$ cat src/rtl/beat_sequencer.sv
// Beat-position sequencer for the music player: tempo divider, play/pause,
// clamped hold-loop and wrap-capable A-B loop driving the decoder's ibeat index.
module beat_sequencer #(
    parameter int LEN      = 64,
    parameter int BEAT_W   = 12,
    parameter int BASE_DIV = 12500000
) (
    input  logic              clk,
    input  logic              rst,
    input  logic              play_1p,
    input  logic              speedup_1p,
    input  logic              speeddown_1p,
    input  logic              loop_hold,
    input  logic [2:0]        loop_width,
    input  logic              ab_mark_1p,
    output logic [BEAT_W-1:0] ibeat,
    output logic              playing,
    output logic [2:0]        speed,
    output logic              beat_tick,
    output logic [1:0]        ab_state
);

    typedef enum logic [1:0] {
        AB_IDLE   = 2'd0,
        AB_A_SET  = 2'd1,
        AB_ACTIVE = 2'd2
    } ab_state_e;

    localparam logic [31:0]       BASE_PERIOD = 32'(BASE_DIV * 4);
    localparam logic [31:0]       LEN_W       = 32'(LEN);
    localparam logic [BEAT_W-1:0] LAST_BEAT   = BEAT_W'(LEN - 1);
    localparam logic [2:0]        SPEED_MAX   = 3'd4;
    localparam logic [2:0]        SPEED_RST   = 3'd2;

    logic [BEAT_W-1:0] ibeat_q, ibeat_d;
    logic [BEAT_W-1:0] a_q, a_d, b_q, b_d;
    logic [BEAT_W-1:0] h_start_q, h_start_d, h_end_q, h_end_d;
    logic              playing_q, playing_d;
    logic              beat_tick_q, beat_tick_d;
    logic              hold_q, hold_d;
    logic [2:0]        speed_q, speed_d;
    logic [31:0]       cnt_q, cnt_d;
    logic [31:0]       period_q, period_d;
    ab_state_e         ab_q, ab_d;

    logic              speed_up, speed_dn, speed_chg, advance, hold_rise;
    logic [2:0]        width;
    logic [31:0]       h_lin;
    logic [BEAT_W-1:0] next_beat;

    always_comb begin
        // NOTE: every signal gets a default before any branch so no latch can be inferred.
        speed_up  = speedup_1p && !speeddown_1p && (speed_q != SPEED_MAX);
        speed_dn  = speeddown_1p && !speedup_1p && (speed_q != 3'd0);
        speed_chg = speed_up || speed_dn;

        // A pause pulse or a tempo change in the same cycle suppresses the advance.
        advance = playing_q && !play_1p && !speed_chg && (cnt_q == period_q - 32'd1);

        if (hold_q && (ibeat_q == h_end_q)) begin
            next_beat = h_start_q;
        end else if ((ab_q == AB_ACTIVE) && (ibeat_q == b_q)) begin
            next_beat = a_q;
        end else if (ibeat_q == LAST_BEAT) begin
            next_beat = '0;
        end else begin
            next_beat = ibeat_q + BEAT_W'(1);
        end

        width = loop_width;
        if (loop_width < 3'd2) begin
            width = 3'd2;
        end else if (loop_width > 3'd6) begin
            width = 3'd6;
        end
        // Single wrap subtraction is enough because LEN is at least the widest loop.
        h_lin     = 32'(ibeat_q) + 32'(width) - 32'd1;
        hold_rise = loop_hold && !hold_q;

        playing_d = playing_q ^ play_1p;

        speed_d = speed_q;
        if (speed_up) begin
            speed_d = speed_q + 3'd1;
        end else if (speed_dn) begin
            speed_d = speed_q - 3'd1;
        end
        period_d = BASE_PERIOD >> speed_d;

        cnt_d = cnt_q;
        if (speed_chg || advance) begin
            cnt_d = '0;
        end else if (playing_q && !play_1p) begin
            cnt_d = cnt_q + 32'd1;
        end

        ibeat_d     = advance ? next_beat : ibeat_q;
        beat_tick_d = advance;

        hold_d    = loop_hold;
        h_start_d = h_start_q;
        h_end_d   = h_end_q;
        if (hold_rise) begin
            h_start_d = ibeat_q;
            h_end_d   = BEAT_W'((h_lin >= LEN_W) ? h_lin - LEN_W : h_lin);
        end

        ab_d = ab_q;
        a_d  = a_q;
        b_d  = b_q;
        if (ab_mark_1p) begin
            case (ab_q)
                AB_IDLE: begin
                    a_d  = ibeat_q;
                    ab_d = AB_A_SET;
                end
                AB_A_SET: begin
                    if (ibeat_q == a_q) begin
                        ab_d = AB_IDLE;
                    end else begin
                        b_d  = ibeat_q;
                        ab_d = AB_ACTIVE;
                    end
                end
                default: ab_d = AB_IDLE;
            endcase
        end
    end

    // NOTE: state is updated only with non-blocking assignments so all flops see pre-edge values.
    always_ff @(posedge clk) begin
        if (rst) begin
            ibeat_q     <= '0;
            playing_q   <= 1'b0;
            speed_q     <= SPEED_RST;
            period_q    <= BASE_PERIOD >> SPEED_RST;
            beat_tick_q <= 1'b0;
            ab_q        <= AB_IDLE;
            cnt_q       <= '0;
            a_q         <= '0;
            b_q         <= '0;
            h_start_q   <= '0;
            h_end_q     <= '0;
            hold_q      <= 1'b0;
        end else begin
            ibeat_q     <= ibeat_d;
            playing_q   <= playing_d;
            speed_q     <= speed_d;
            period_q    <= period_d;
            beat_tick_q <= beat_tick_d;
            ab_q        <= ab_d;
            cnt_q       <= cnt_d;
            a_q         <= a_d;
            b_q         <= b_d;
            h_start_q   <= h_start_d;
            h_end_q     <= h_end_d;
            hold_q      <= hold_d;
        end
    end

    assign ibeat     = ibeat_q;
    assign playing   = playing_q;
    assign speed     = speed_q;
    assign beat_tick = beat_tick_q;
    assign ab_state  = ab_q;

endmodule

$ cat config.mk
export PLATFORM = sky130hd
export DESIGN_NAME = beat_sequencer
export DESIGN_NICKNAME = d
export VERILOG_FILES = /design/src/rtl/beat_sequencer.sv
export SDC_FILE = /design/constraint.sdc
export NUM_CORES = 1
export LEC_CHECK = 0
export ABC_AREA = 1
export CAP_MARGIN = 0
export CORE_UTILIZATION = 40
export CTS_BUF_LIST = sky130_fd_sc_hd__clkbuf_2
export CTS_CLUSTER_SIZE = 16
export DETAILED_ROUTE_END_ITERATION = 10
export GPL_ROUTABILITY_DRIVEN = 0
export GPL_TIMING_DRIVEN = 0
export PLACE_DENSITY = 0.63
export SYNTH_ARGS = -nofsm -noshare
export SYNTH_HDL_FRONTEND = slang
export SYNTH_SLANG_ARGS = --single-unit
$ cat constraint.sdc
create_clock -name clk -period 6.3 [get_ports clk]
set_input_delay 0.945 -clock clk [delete_from_list [all_inputs] [get_ports clk]]
set_output_delay 0.945 -clock clk [all_outputs]
set_load 0.005 [all_outputs]
==> results of run 1 <==
per-stage QoR:
stage / instances / total power (uW)
after global placement: 1567 / 1280
after global routing: 1600 / 1860
after CTS: 1599 / 1760
final: 1600 / 1750
after detailed placement: 1567 / 1280
after floorplan: 1270 / 1180
placed cells by master (no fill, tap or decap), drive strengths merged, types with 2 or more instances in the layout:
cell             n
nand4           40
clkinvlp         2
nor2           185
a21oi           59
nor3b            2
nand2          300
nor3            30
ha              34
o211ai           3
o21ai           68
xor2            74
or2              5
nor4             8
xnor3            2
nand3b           8
buf             14
clkbuf          40
nand3          118
clkdlybuf4s50   27
clkinv          11
inv            146
xnor2           18
dfxtp          125
state kept, by name, summed over array words and instances, names as in the netlist:
signal	cells
cnt_q	32
period_q	26
a_q	12
b_q	12
h_end_q	12
h_start_q	12
ibeat	12
ab_state	2
speed	2
beat_tick	1
hold_q	1
playing	1
cell usage after synthesis (4+ instances only):
library cell	count	share of area (%)
o21ai_1	4	0.24
nand2_2	5	0.37
nand3_1	115	6.9
xor2_1	74	7.7
nor3_1	26	1.6
nand4_1	40	3.0
a21oi_1	59	3.5
dfxtp_1	125	30
inv_2	5	0.22
nand3b_1	8	0.72
nor2_1	161	7.2
o21ai_0	63	3.8
nor2_4	5	0.67
xnor2_1	18	1.9
nor4_1	8	0.60
nor2_2	19	1.4
inv_1	140	6.3
buf_2	6	0.36
nand2_1	295	13
clkbuf_1	22	0.99
ha_1	34	5.1
or2_2	5	0.37
layer usage:
layer,routed length [um],track usage (%),vias to the layer above
met3,1650,3.29,33
met4,354,6.77,0
met1,11900,33.2,3719
met2,10100,34.6,257
li1,-,-,4200
met5,0,0,-
critical path, stage by stage, from the launching register on:
cell and delay [ns]:
dfxtp_1 0.62, inv_1 0.28, ha_1 0.35, inv_1 0.04, ha_1 0.21, fa_1 0.40, nand2_1 0.09, nand2_1 0.06
o21ai_0 0.16, o21bai_1 0.17, xor2_1 0.38, ha_1 0.25, nand2_1 0.07, nor4_1 0.40, nand3_1 0.17, nand3_1 0.12
nor2_1 0.07, nand2_1 0.15, nand2_1 0.07, nand3_1 0.08, a21oi_1 0.07
power by group through the flow:
stage	registers (uW)	clock network [uW]	logic, uW
after floorplan	889	0	291
after global placement	903	0	379
after detailed placement	903	0	382
after CTS	886	489	384
after global routing	895	523	438
final	887	475	388
kinds of logic (layout without fill, tap and decap cells):
kind of cell	count (synthesis)	in the layout
simple gates	700	700
buf+inv	182	241
compound gates	133	133
flops	125	125
xor+xnor	94	94
fa+ha+maj	35	35
mux	1	1
other cells	0	1
path summary, 6_finish.rpt:
check / start / to / slack (ns) / depth (start not counted)
worst max-delay path: ibeat[1]$_SDFFE_PP0P_ / h_end_q[7]$_SDFFE_PP0P_ / 1.99 / 20
worst max register to register: ibeat[1]$_SDFFE_PP0P_ / h_end_q[7]$_SDFFE_PP0P_ / 1.99 / 20
worst min-delay path: b_q[4]$_SDFFE_PP0P_ / b_q[4]$_SDFFE_PP0P_ / 0.49 / 2
worst min register to register: b_q[4]$_SDFFE_PP0P_ / b_q[4]$_SDFFE_PP0P_ / 0.49 / 2
layout make-up:
type,instances,share of cell area [%]
Clock buffer,18,0.979
Inverter,146,5.96
Buffer,36,2.04
Sequential cell,125,27.2
Timing Repair Buffer,27,2.94
Multi-Input combinational cell,963,55.9
Clock inverter,14,1.33
Tap cell,270,3.67
Antenna cell,1,0.0272
==> out/qor.yml, run 1 <==
outcome: "complete, no violations"
die_y_um: 147
slew_headroom_pct: 49.6
peakVddDrop_v: 0.000118
wl_per_cell_um: 15.0
synthSimpleGateAreaFrac_pct: 37.6
final_area_um2: 9200
design.die.area_um2: 21500
power.net_switching_uw: 629
critPathKind: "flip-flop to flip-flop"
clock_path_buffers: 2
syn2layout_area_growth_pct: 9.83
synthXorXnorAreaFrac_pct: 10.2
synth_compound_area_share_pct: 8.15
worstPathMaxFanout: 8
cp.required_ns: 6.90
skew_ns: 0.0328
hold_path.class: "flip-flop to flip-flop"
post_cts_buffers: 0
comb_power_share_pct: 22.2
ys_seq_elements: 125
leakage_uw: 0.00409
grt-ovfl-total: 0
finalCritPeriodShare_pct: 68.4
max-cap-violations: 0
drive_gt1_share_pct: 7.00
cts_num_sinks: 125
final.setup.worst_slack_ns: 1.99
final_nets: 1361
final.min_clock_period_ns: 4.31
vias: 8209
p_per_area_nw_per_um2: 190
ant_nets: 0
port_buffers: 27
synth_flop_cell: "dfxtp_1"
worst_setup_path_end_kind: "flip-flop"
avgViaCountPerCell: 5.13
synthArstFlopShare_pct: 0
clkLatencyLatePin_ns: 0.71
grt_pass1_wl_um: 38800
synth_top_family_by_area: "simple AND/OR/NAND/NOR gates"
syn_avg_cell_area_um2: 6.60
tightest_slew_ns: 0.748
crit_arrival_ns: 4.91
internal_power_uw: 1120
grt_pass1_vias: 7511
seq_area_um2: 2500
syn-cell-area_um2: 8380
root_buffer: "clkbuf_2"
clockPowerShare_pct: 27.1
start_util_pct: 41.1
netSwitchingFraction_pct: 36.0
clk_pin_slew_ns: 0.21
multi_input_area_um2: 5140
hold_violations: 0
hold_ws_ns: 0.490
cts_made_buffers: 17
drc: 0
synth_edf_count: 0
yosysUniqueCellTypes: 45
utilization_pct: 45.2
rsz0062_at_grt: "no"
muxShareOfSynthArea_pct: 0.119
io_pins: 29
seqPwrFrac_pct: 50.7
synth.yosys.seq_area_share_pct: 29.9
grt_usage_pct: 22.8
cts_hold_buf: 0
die_w_um: 147
drv_slew: 0
syn_inst: 1270
ctsHtreeMaxLevel: 4
drt-total-wl_um: 24000
antenna_found_initial: 1
cp-start-kind: "flip-flop"
finalSetupViolations: 0
grt_max_degree: 17
dpl_cell_area_um2: 8990
finalSetupTns_ns: 0
drtPass1Iterations: 5
pre_cts_ws_ns: 1.35
synthAdderAreaFrac_pct: 5.32
fmax_mhz: 232
cts_resized: 0
hpwl_um: 19100
drt_iter0_markers: 834
nFillCells: 2157
synthesis.nets: 1315
core_area_um2: 20400
rows: 52
cts_tree: "built"
ys_warn_count: 0
No activity file was read; power rests on OpenSTA's default activity.
==> inputs of run 2 (changes only) <==
clock period = 4.25 ns   (was 6.3 ns; I/O delays follow)
==> run 2 against run 1 <==
Against the previous run: power increased by 49%; fmax increased by 6.5%; clock power up 48%; register-to-register slack worse by 1.8 ns; sequential power up 49%; combinational power grew 49%; non-clock buffer count did not move; clock-buffer cell count unchanged; via count grew 0.69%; first-iteration DRC count decreased by 12%; critical path depth stayed put; highest routed layer unchanged.
==> out/qor.yml, run 2 (synthesis gave the netlist of run 1 again) <==
outcome: "complete, no violations"
slew_headroom_pct: 49.6
hold_violations: 0
grt_pass1_vias: 7511
final_nets: 1361
clockPowerShare_pct: 27.1
leakage_uw: 0.00409
cts_hold_buf: 0
drt_iter0_markers: 734
top_register: "cnt_q"
drtPass1Iterations: 6
utilization_pct: 45.3
grt_max_degree: 17
worst_setup_path_end_kind: "flip-flop"
dp_cells: 1567
die_y_um: 147
start_util_pct: 41.1
peakVddDrop_v: 0.000175
seqPwrFrac_pct: 50.6
r2r_setup_slack_ns: 0.21
drc: 0
worstReg2RegEnd: "h_end_q[7]$_SDFFE_PP0P_"
grt_usage_pct: 22.8
clkLatencyLatePin_ns: 0.71
hpwl_um: 19100
comb_power_share_pct: 22.2
ctsHtreeMaxLevel: 4
rows: 52
final_common_cell: "nand2_1"
drt-total-wl_um: 24100
cpMostUsedCell: "nand2_1"
grt_pass1_wl_um: 38800
root_buffer: "clkbuf_2"
max-cap-violations: 0
cts_resized: 1
post_cts_buffers: 0
cts_made_buffers: 17
netSwitchingFraction_pct: 36.0
critPathMaxStageDelay_ns: 0.45
crit_arrival_ns: 4.64
syn2layout_area_growth_pct: 10.0
wl_per_cell_um: 15.1
cp.required_ns: 4.85
io_pins: 29
worstPathMaxFanout: 10
final_cell_mix: "nand2_1, nor2_1, inv_1"
fmax_mhz: 247
hold_path.class: "input pin to flip-flop"
cts_num_sinks: 125
tightest_slew_ns: 0.748
port_buffers: 27
critPathKind: "flip-flop to flip-flop"
p_per_area_nw_per_um2: 282
largestRegisters: "cnt_q: 32 flops, period_q: 26 flops"
reg2reg_from: "ibeat[2]$_SDFFE_PP0P_"
vias: 8266
rsz0062_at_grt: "no"
avgViaCountPerCell: 5.17
antenna_found_initial: 1
grt_util_met2_pct: 34.6
ant_nets: 0
largest_register_ffs: 32
finalCritPeriodShare_pct: 95.2
gr-usage-met1_pct: 33.2
rr_worst_depth: 20
holdPathStages: 2
clock_path_buffers: 2
drv_slew: 0
power.total_uw: 2600
power.net_switching_uw: 937
clk_pin_slew_ns: 0.21
final.min_clock_period_ns: 4.04
top_usage_layer: "met2"
finalSetupViolations: 0
crit_chain: "buf_2, inv_1, ha_1, inv_1, fa_1, nand2_1, nand2_1, o21ai_0, o21bai_1, xor2_2, ha_1, nand2_1, nor4_2, nand3_1, nand3_1, nor2_1, nand2_1, nand2_1, nand3_1, a21oi_1"
design.die.area_um2: 21500
grt-ovfl-total: 0
cp-start-kind: "flip-flop"
skew_ns: 0.0337
core_area_um2: 20400
min_to: "period_q[8]$_SDFF_PP0_"
grtUsageMet3_pct: 3.29
layoutNonFillerInstCount: 1600
cts_tree: "built"
worstHoldStart: "rst"
drive_gt1_share_pct: 7.22
die_w_um: 147
internal_power_uw: 1660
crit_path_top_delay_cell: "fa_1"
run 2: cell count changes in the layout (fill, tap and decap cells not counted):
cell / delta
dfxtp_1: -1
dfxtp_2: +1
nor4_1: -1
nor4_2: +1
xor2_1: -1
xor2_2: +1
run 2: power by group through the flow:
stage / registers (uW) / clock network [uW] / logic (uW)
2_1_floorplan: 1320 / 0 / 432
3_3_place_gp: 1340 / 0 / 561
3_5_place_dp: 1340 / 0 / 566
4_1_cts: 1310 / 725 / 570
5_1_grt: 1330 / 775 / 652
6_report: 1320 / 705 / 578
run 2: worst max path at each step:
stage	from	endpoint	slack, ns	depth (start not counted)
after global placement	loop_width[2]	h_end_q[7]$_SDFFE_PP0P_	-0.31	23
after global routing	ibeat[2]$_SDFFE_PP0P_	h_end_q[7]$_SDFFE_PP0P_	0.04	20
final	ibeat[2]$_SDFFE_PP0P_	h_end_q[7]$_SDFFE_PP0P_	0.21	20
after floorplan	loop_width[2]	h_end_q[7]$_SDFFE_PP0P_	0.78	22
after CTS	ibeat[2]$_SDFFE_PP0P_	h_end_q[7]$_SDFFE_PP0P_	0.12	20
after detailed placement	loop_width[2]	h_end_q[7]$_SDFFE_PP0P_	-0.39	23
run 2: critical path, delay by kind of cell, from the launching register on:
family	cells	cell delay, ns
buffers and inverters	3	0.55
adders and majority gates	3	1.00
xor gates and xnor gates	1	0.29
and+or+nand+nor	10	1.22
DFF	1	0.42
AOI/OAI and AO/OA	3	0.43
run 2: per-layer routing:
metal,vias up,part of all wire [%]
li1,4203,-
met2,274,42
met3,31,6.3
met1,3758,50
met4,0,1.5
met5,-,0
run 2: cell type report:
class | count | area (um^2)
multi-input combinational | 963 | 5150
buffer | 36 | 188
timing repair buffer | 27 | 270
antenna | 1 | 2.50
clock inverter | 14 | 123
clock buffer | 18 | 90.1
tap | 270 | 338
inverter | 146 | 548
fill | 2157 | 11100
sequential | 125 | 2500
run 2: stage by stage:
step	worst slack [ns]	hold slack [ns]	area, um^2	setup TNS, ns
after floorplan	0.781	0.444	8380	0
after global placement	-0.314	0.456	8990	-1.38
after detailed placement	-0.388	0.467	8990	-1.82
after CTS	0.124	0.307	9200	0
after global routing	0.0416	0.343	9220	0
final	0.206	0.378	9220	0
==> inputs of run 3 (changes only) <==
CTS_CLUSTER_DIAMETER = 80   (was unset)
GPL_ROUTABILITY_DRIVEN = unset   (was 0)
clock period = 5.1 ns   (was 4.25 ns; I/O delays follow)
==> run 3 against run 2 <==
Against the previous run: global-route usage increased by 0.30 points; core utilization increased by 0.22 points; flip-flop and latch count unchanged; final area increased by 0.48%; sequential power decreased by 17%; clock skew decreased by 0.0070 ns; clock-buffer cell count decreased by 1; non-clock buffer count unchanged; clock power increased by 2%; largest power group unchanged; highest routed layer unchanged.
==> out/qor.yml, run 3 (synthesis gave the netlist of run 1 again) <==
outcome: "complete, no violations"
final.min_clock_period_ns: 4.21
finalSetupViolations: 0
die_w_um: 147
crit_arrival_ns: 4.83
finalCritPeriodShare_pct: 82.5
max-cap-violations: 0
skew_ns: 0.0267
ctsHtreeMaxLevel: 4
finalSetupTns_ns: 0
clkLatencyLatePin_ns: 0.73
drtPass1Iterations: 5
largestRegisters: "cnt_q: 32 flops, period_q: 26 flops"
design.die.area_um2: 21500
post_cts_buffers: 0
min_to: "b_q[3]$_SDFFE_PP0P_"
avgViaCountPerCell: 5.12
grt_pass1_wl_um: 39200
io_pins: 29
cts_resized: 0
start_util_pct: 41.1
vias: 8190
slew_headroom_pct: 43.7
largest_register_ffs: 32
core_area_um2: 20400
grt_usage_pct: 23.1
final_area_um2: 9260
final_cell_mix: "nand2_1, nor2_1, inv_1"
rows: 52
nFillCells: 2177
final_common_cell: "nand2_1"
hold_path.class: "flip-flop to flip-flop"
port_buffers: 27
die_y_um: 147
worst_setup_path_end_kind: "flip-flop"
rr_worst_depth: 20
drive_gt1_share_pct: 7.00
grt-ovfl-total: 0
dpl_cell_area_um2: 8990
holdPathStages: 2
cts_tree: "built"
fmax_mhz: 238
reg2reg_from: "ibeat[1]$_SDFFE_PP0P_"
drt_iter0_markers: 665
drt-total-wl_um: 24400
worstHoldStart: "b_q[3]$_SDFFE_PP0P_"
cts_hold_buf: 0
drc: 0
peakVddDrop_v: 0.000131
worstPathMaxFanout: 8
ant_nets: 0
p_per_area_nw_per_um2: 248
cts_num_sinks: 125
clock_path_buffers: 2
wl_per_cell_um: 15.2
grt_pass1_vias: 7590
final_nets: 1361
rsz0062_at_grt: "no"
cp-start-kind: "flip-flop"
worstReg2RegEnd: "h_end_q[7]$_SDFFE_PP0P_"
hold_violations: 0
clk_pin_slew_ns: 0.22
cts_made_buffers: 17
tightest_slew_ns: 0.845
grt_max_degree: 17
hpwl_um: 19300
r2r_setup_slack_ns: 0.89
syn2layout_area_growth_pct: 10.5
leakage_uw: 0.00411
top_register: "cnt_q"
cp.required_ns: 5.72
critPathKind: "flip-flop to flip-flop"
antenna_found_initial: 1
drv_slew: 0
root_buffer: "clkbuf_2"
place_congestion: 0.913
## run 3: layer usage
metal	global-route usage, %	wire length, um	up-vias
met5	0	0	-
li1	-	-	4194
met3	4.32	1620	31
met2	34.7	10400	253
met1	33.3	12000	3712
met4	7.03	405	0
## run 3: stage by stage
step | utilization [%] | hold slack [ns] | total power (uW) | setup slack (ns) | cells
finish | 45.5 | 0.488 | 2300 | 0.894 | 1600
global route | 45.5 | 0.459 | 2420 | 0.566 | 1600
CTS | 45.5 | 0.479 | 2300 | 0.843 | 1599
detailed placement | 44.1 | 0.463 | 1590 | 0.344 | 1567
global placement | 44.1 | 0.454 | 1590 | 0.415 | 1567
floorplan | - | 0.444 | 1460 | 1.50 | 1270
## run 3: power by group
| group | leakage, uW | internal (uW) | switching, uW | total [uW] |
|---|---|---|---|---|
| logic | 0.00294 | 168 | 313 | 481 |
| clock network | 0.000154 | 283 | 434 | 717 |
| registers | 0.00102 | 1040 | 60.6 | 1100 |
## run 3: worst max-delay path: stages, from the launching register on
cell      delay [ns]
dfxtp_1         0.63
inv_1           0.28
ha_1            0.35
inv_1           0.04
ha_1            0.21
fa_1            0.40
nand2_1         0.09
nand2_1         0.05
o21ai_0         0.17
o21bai_1        0.16
xor2_1          0.39
ha_1            0.25
nand2_1         0.06
nor4_1          0.36
nand3_1         0.15
nand3_1         0.12
nor2_1          0.07
nand2_1         0.13
nand2_1         0.07
nand3_1         0.07
a21oi_1         0.07
## run 3: worst max path at each step
stage	end	startpoint	slack, ns	cells past startpoint
global route	h_end_q[7]$_SDFFE_PP0P_	ibeat[1]$_SDFFE_PP0P_	0.57	20
global placement	h_end_q[7]$_SDFFE_PP0P_	loop_width[2]	0.41	23
floorplan	h_end_q[7]$_SDFFE_PP0P_	loop_width[2]	1.50	22
detailed placement	h_end_q[7]$_SDFFE_PP0P_	loop_width[2]	0.34	23
CTS	h_end_q[7]$_SDFFE_PP0P_	ibeat[1]$_SDFFE_PP0P_	0.84	20
finish	h_end_q[7]$_SDFFE_PP0P_	ibeat[1]$_SDFFE_PP0P_	0.89	20
## run 3: area by class of cell
| class | instances | area [um^2] | share of cell area [%] |
|---|---|---|---|
| Buffer | 36 | 188 | 2.03 |
| Timing Repair Buffer | 27 | 270 | 2.92 |
| Antenna cell | 1 | 2.50 | 0.0270 |
| Sequential cell | 125 | 2500 | 27.0 |
| Multi-Input combinational cell | 963 | 5140 | 55.5 |
| Inverter | 146 | 548 | 5.92 |
| Clock inverter | 15 | 186 | 2.01 |
| Clock buffer | 17 | 85.1 | 0.919 |
| Tap cell | 270 | 338 | 3.65 |
